===== config.mk =====
export PLATFORM = sky130hd
export DESIGN_NAME = sha256_msg_padder
export DESIGN_NICKNAME = d
export VERILOG_FILES = /design/src/rtl/sha256_pkg.sv /design/src/rtl/sha256_block_buf.sv /design/src/rtl/sha256_msg_padder.sv
export SDC_FILE = /design/constraint.sdc
export NUM_CORES = 1
export LEC_CHECK = 0
export CAP_MARGIN = 40
export CORE_ASPECT_RATIO = 0.6
export CORE_UTILIZATION = 45
export DETAILED_ROUTE_END_ITERATION = 7
export PLACE_DENSITY = 0.76
export SYNTH_ARGS = -nofsm -noshare
export SYNTH_HDL_FRONTEND = slang
export SYNTH_SLANG_ARGS = --single-unit

===== constraint.sdc =====
create_clock -name clk -period 2.53 [get_ports clk]
set_input_delay 0.506 -clock clk [delete_from_list [all_inputs] [get_ports clk]]
set_output_delay 0.506 -clock clk [all_outputs]
set_load 0.05 [all_outputs]

===== src/rtl/sha256_pkg.sv =====
// Shared SHA-256 definitions: padder state encoding, block geometry and the initial hash value.
package sha256_pkg;

   typedef enum logic [1:0] {
      FILL = 2'd0,
      PAD  = 2'd1,
      LEN  = 2'd2,
      EMIT = 2'd3
   } state_t;

   localparam int          LEN_W       = 64;
   localparam int          BLOCK_BYTES = 64;
   localparam logic [5:0]  LEN_OFFSET  = 6'd56;
   localparam logic [7:0]  PAD_BYTE    = 8'h80;

   // H0..H7, H0 in the most significant word
   localparam logic [255:0] SHA256_IV = {
      32'h6a09e667, 32'hbb67ae85, 32'h3c6ef372, 32'ha54ff53a,
      32'h510e527f, 32'h9b05688c, 32'h1f83d9ab, 32'h5be0cd19
   };

endpackage


===== src/rtl/sha256_block_buf.sv =====
// 64-byte block register: byte 0 lands in [511:504], the 64-bit length field in [63:0].
module sha256_block_buf
   import sha256_pkg::*;
(
   input  logic                     clk,
   input  logic                     reset,
   input  logic                     clr,
   input  logic                     wr_en,
   input  logic [5:0]               wr_idx,
   input  logic [7:0]               wr_byte,
   input  logic                     len_en,
   input  logic [LEN_W-1:0]         len_val,
   output logic [BLOCK_BYTES*8-1:0] blk_data
);

   logic [BLOCK_BYTES*8-1:0] buf_q;

   // ~wr_idx is (63 - wr_idx): byte position counted from the LSB end
   always_ff @(posedge clk) begin
      if (reset || clr) begin
         buf_q <= '0;
      end else begin
         if (wr_en)
            buf_q[{~wr_idx, 3'b000} +: 8] <= wr_byte;
         if (len_en)
            buf_q[LEN_W-1:0] <= len_val;
      end
   end

   assign blk_data = buf_q;

endmodule


===== src/rtl/sha256_msg_padder.sv =====
// Byte-serial SHA-256 message padder producing 512-bit blocks with first/last markers.
//   state | meaning
//   FILL  | accepting message bytes into the block buffer
//   PAD   | writing 0x80 and, if it fits, the bit length
//   LEN   | writing the bit length into an otherwise empty block
//   EMIT  | block presented, waiting for the core to accept it
module sha256_msg_padder
   import sha256_pkg::*;
(
   input  logic         clk,
   input  logic         reset,
   input  logic [7:0]   din,
   input  logic         din_valid,
   input  logic         din_keep,
   input  logic         din_last,
   output logic         din_ready,
   output logic [511:0] blk_data,
   output logic         blk_valid,
   input  logic         blk_ready,
   output logic         blk_first,
   output logic         blk_last
);

   state_t           state;
   logic [5:0]       idx;
   logic [LEN_W-1:0] bitcnt;
   logic             first_flag;
   logic             pend_pad;
   logic             pend_len;
   logic             beat;
   logic             len_fits;
   logic             buf_clr;
   logic             buf_wr_en;
   logic [7:0]       buf_wr_byte;
   logic             buf_len_en;

   assign din_ready = !reset && (state == FILL) && !pend_pad && !pend_len;
   assign beat      = din_valid && din_ready;
   assign len_fits  = idx < LEN_OFFSET;

   always_comb begin
      buf_clr     = (state == EMIT) && blk_ready;
      buf_wr_en   = 1'b0;
      buf_wr_byte = din;
      buf_len_en  = 1'b0;
      case (state)
         FILL: buf_wr_en = beat && din_keep;
         PAD: begin
            buf_wr_en   = 1'b1;
            buf_wr_byte = PAD_BYTE;
            buf_len_en  = len_fits;
         end
         LEN:     buf_len_en = 1'b1;
         default: ;
      endcase
   end

   always_ff @(posedge clk) begin
      if (reset) begin
         state      <= FILL;
         idx        <= '0;
         bitcnt     <= '0;
         first_flag <= 1'b1;
         pend_pad   <= 1'b0;
         pend_len   <= 1'b0;
         blk_valid  <= 1'b0;
         blk_first  <= 1'b0;
         blk_last   <= 1'b0;
      end else begin
         case (state)
            FILL: begin
               if (beat) begin
                  if (din_keep) begin
                     idx    <= idx + 6'd1;
                     bitcnt <= bitcnt + LEN_W'(8);
                  end
                  if (din_keep && idx == 6'd63) begin
                     state     <= EMIT;
                     blk_valid <= 1'b1;
                     blk_first <= first_flag;
                     blk_last  <= 1'b0;
                     pend_pad  <= din_last;
                  end else if (din_last) begin
                     state <= PAD;
                  end
               end
            end
            PAD: begin
               state     <= EMIT;
               blk_valid <= 1'b1;
               blk_first <= first_flag;
               blk_last  <= len_fits;
               pend_len  <= !len_fits;
            end
            LEN: begin
               state     <= EMIT;
               blk_valid <= 1'b1;
               blk_first <= first_flag;
               blk_last  <= 1'b1;
            end
            EMIT: begin
               if (blk_ready) begin
                  blk_valid  <= 1'b0;
                  idx        <= '0;
                  pend_pad   <= 1'b0;
                  pend_len   <= 1'b0;
                  // a finished message re-arms the length and first-block marker
                  first_flag <= blk_last;
                  if (blk_last)
                     bitcnt <= '0;
                  if (pend_pad)
                     state <= PAD;
                  else if (pend_len)
                     state <= LEN;
                  else
                     state <= FILL;
               end
            end
            default: state <= FILL;
         endcase
      end
   end

   sha256_block_buf u_block_buf (
      .clk      (clk),
      .reset    (reset),
      .clr      (buf_clr),
      .wr_en    (buf_wr_en),
      .wr_idx   (idx),
      .wr_byte  (buf_wr_byte),
      .len_en   (buf_len_en),
      .len_val  (bitcnt),
      .blk_data (blk_data)
   );

endmodule


==> reports/results.txt <==
Die X = 294 um
DRT Pass-1 Iters = 6
Initial drt markers = 2,462
Post-route ant nets = 0
Final WS setup = 1.57 ps
Net Sw Frac = 0.265
Gr busiest metal = met2
Grt met1 use = 0.473
Crit share post-route = 0.999
CP startpoint kind = flop
Critical Path End Type = flop
Area Overhead vs Synth = 45.4%
Worst setup path class = reg2reg
Ports = 530
Synthesized flop and latch total = 587
Synth Cell Area = 0.0231 mm2
CTS Buffer Depth = 3
Final min period = 2530 ps
Leakage power = 12.2 nW
Syn nets = 2,772
Initial antenna violation count = 5
CP endpoint = bitcnt[63]$_SDFFE_PP0P_
Final Skew = 31.0 ps
Synth Area in Simple Gates = 0.234
Main combinational cell family by area after synthesis = simple AND/OR/NAND/NOR gates
Chip Height = 177 um
CTS HTree Levels = 2
Reg power frac = 0.460
Starting density of the core = 0.462
Internal cell power = 15.1 mW
Worst Tran Pin Value = 715 ps
Synth warnings = 0
CTS tree = done
Final Instance Area = 0.0335 mm2
Worst-path cell chain = or4b_4 -> a221oi_4 -> buf_6 -> nand4_1 -> or3_4 -> or4_1 -> a21oi_1
Clock slew at reported path FFs = 70 ps
Core area = 0.0500 mm2
Number of flops mapped to enable cells by yosys = 0
Worst setup startpoint = pend_pad$_SDFFE_PP0P_
Post-synthesis cell type count = 65
Outcome = finished clean
Area after DPL = 0.0314 mm2
Top FF cell, synth = dfxtp_1
Worst Path Required = 3040 ps
CTS Root Buffer Type = clkbuf_16
Post-Layout Cell Count = 4,170
Setup WS pre-CTS = -721 ps
Path depth of the worst reg2reg path = 7
Placed cells = 4,066
Nets = 3,467
Switch Pwr = 5.42 mW
Cells after synthesis = 2,749
Clock buffer count from CTS = 53
FF-to-FF Start = pend_pad$_SDFFE_PP0P_
Clock Latency Late Sink = 600 ps
# rows = 63
Worst Path Max Fanout = 3
Dpl hpwl = 69,400 um
R2r endpoint = bitcnt[63]$_SDFFE_PP0P_
Clk pwr share = 0.420
# DRC = 0
Fraction of registers with async set/reset = 0
First-pass GRT wire length = 137,000 um
Final wirelength = 93,500 um
Vias = 23,600
Die area = 0.0522 mm2
Total power = 20.5 mW
Worst min path class = in2reg
Slew headroom = 0.522
Port bufs = 529
Comb pwr share = 0.121
WP data arrival = 3040 ps
VDD IR max = 0.588 mV
Gr usage total = 0.342
Vias in the first global route = 22,000
RSZ-0062 raised after global routing = yes
Pwr dens = 611 mW/mm2
Clock sinks = 587
Largest net degree at the start of global routing = 80
Peak Freq = 0.396 GHz
Footprint of the multi-input gates = 0.0109 mm2
Final hold violation count = 0
Routability Congestion = 0.960
WL per Instance = 22.4 um
Complex-gate fraction of the synthesized area = 0.127
Sum Neg Setup Slack = 0 ps
Syn avg cell area = 8.39 um2
Grt ovf = 0
Sequential-to-total area share from yosys stat = 0.509
Max stage delay on crit path = 570 ps
Post-Synth Adder-Cell Area = 0.00488
Setup violators final = 0
Met2 global-route usage = 0.528
Vias per Instance = 5.67
Storage cell area = 0.0118 mm2
Fillers = 3,891
Ratio of cells with drive above 1 in the final layout = 0.148
R2R Setup Slk = 2 ps
M3 GR Usage = 0.0724
Max Cap Viol = 0
Max stage delay cell, worst path = or4b_4
Final Max Slew Viols = 0
Synth Area in XOR/XNOR = 0.0167
Mux cell area share after synthesis = 0.0730
==> metal layers <==
| layer | up-vias | part of all wire |
|---|---|---|
| met4 | 0 | 0.035 |
| li1 | 10800 | - |
| met3 | 195 | 0.097 |
| met2 | 1212 | 0.44 |
| met1 | 11400 | 0.43 |
| met5 | - | 0 |
==> per-stage QoR <==
step | utilization | hold WS (ps)
finish | 0.671 | 381
global route | 0.671 | 396
CTS | 0.666 | 456
detailed placement | 0.629 | 447
global placement | 0.629 | 441
floorplan | - | 452
==> area by class of cell <==
| cell class | count | share of cell area |
|---|---|---|
| flip-flops and latches | 587 | 0.351 |
| multi-input cells | 1949 | 0.324 |
| repair buffers | 835 | 0.244 |
| clock buffers | 68 | 0.0427 |
| well taps | 682 | 0.0254 |
| clock inverters | 24 | 0.0110 |
| inverters | 18 | 0.00201 |
| diodes | 7 | 0.000522 |
==> state kept, by name (all words and copies together) (netlist names) <==
name,flops
blk_last,1
pend_pad,1
idx,6
pend_len,1
blk_valid,1
bitcnt,61
blk_first,1
first_flag,1
u_block_buf.blk_data,512
state,2
==> placed cells by master (no fill, tap or decap), types with 8 or more instances in the layout <==
master	n
and3_1	13
nor2_2	10
nor2_1	306
or2_2	12
xnor2_1	28
nor3_1	81
o21ai_0	215
nand2_1	482
nor2b_2	9
nand4_1	23
a31o_2	24
clkinv_2	8
clkbuf_1	10
xor2_1	14
a21oi_1	183
dfxtp_1	581
bufinv_16	9
or3_1	24
and4_1	8
nor3_2	10
buf_12	45
clkdlybuf4s50_1	527
nand3_1	154
nand2b_1	13
mux2i_1	166
a31oi_1	9
clkbuf_16	53
a211oi_1	29
inv_1	17
buf_4	255
nor4_1	13
==> power by group through the flow <==
stage / Sequential (mW) / Combinational (mW) / Clock, mW
after floorplan: 9.90 / 0.886 / 0
after global placement: 9.62 / 2.33 / 0
after detailed placement: 9.62 / 2.36 / 0
after CTS: 9.41 / 2.38 / 8.64
after global routing: 9.41 / 2.56 / 9.07
final: 9.41 / 2.47 / 8.60
==> kinds of logic after synthesis <==
family	Yosys count
buf+inv	213
xor+xnor	44
mux	168
flops	587
compound gates	516
simple gates	1212
fa+ha+maj	9
==> cells in the mapped netlist, types with 4 or more instances <==
master    count  area, um2
a32oi_1       7       61.3
a21o_1        5       37.5
nand2_1     484       1820
nor4_1       19        119
and2_1        7       43.8
a211oi_1     30        225
mux2i_1     166       1660
or3_1        30        188
clkbuf_1    177        664
dfxtp_1     587      11800
nor2_2        4       25.0
nor3_2        7       70.1
nand3_1     156        781
a31o_2       24        210
nand2b_1     14       87.6
xnor2_1      29        254
nor2_1      314       1180
xor2_1       15        131
and4_1        8       70.1
a22oi_1       7       52.6
buf_1        10       37.5
or2_2        12       75.1
ha_1          9        113
a21oi_1     188        941
nor2b_1      14       87.6
o21ai_0     218       1090
inv_1        18       67.6
nor3_1       86        430
and3_1       13       81.3
buf_2         8       40.0
nand4_1      23        144
a31oi_1      11       68.8
==> timing repair <==
item,4_1_cts,5_1_grt
hold buffers,0,0
setup buffers,1,3
pin swaps,1,8
resized for setup,11,54
endpoints found under the setup margin,45,178
gates cloned,0,1
==> worst max-delay path: cells and delay by family, from the launching register on <==
family / cells / cell delay, ps
flip-flops: 1 / 330
AO/OA/AOI/OAI: 2 / 510
buffers and inverters: 1 / 160
AND/OR/NAND/NOR: 4 / 1450
==> how the worst min path moves through the flow <==
stage,startpoint,end,cells past startpoint
3_5_place_dp,u_block_buf.blk_data[312]$_SDFFE_PP0P_,u_block_buf.blk_data[312]$_SDFFE_PP0P_,2
6_report,reset,state[1]$_SDFFE_PP0P_,3
3_3_place_gp,u_block_buf.blk_data[287]$_SDFFE_PP0P_,u_block_buf.blk_data[287]$_SDFFE_PP0P_,2
2_1_floorplan,bitcnt[63]$_SDFFE_PP0P_,bitcnt[63]$_SDFFE_PP0P_,2
4_1_cts,u_block_buf.blk_data[312]$_SDFFE_PP0P_,u_block_buf.blk_data[312]$_SDFFE_PP0P_,2
5_1_grt,reset,state[1]$_SDFFE_PP0P_,3
Note: power is estimated with default switching activity, not from simulation.
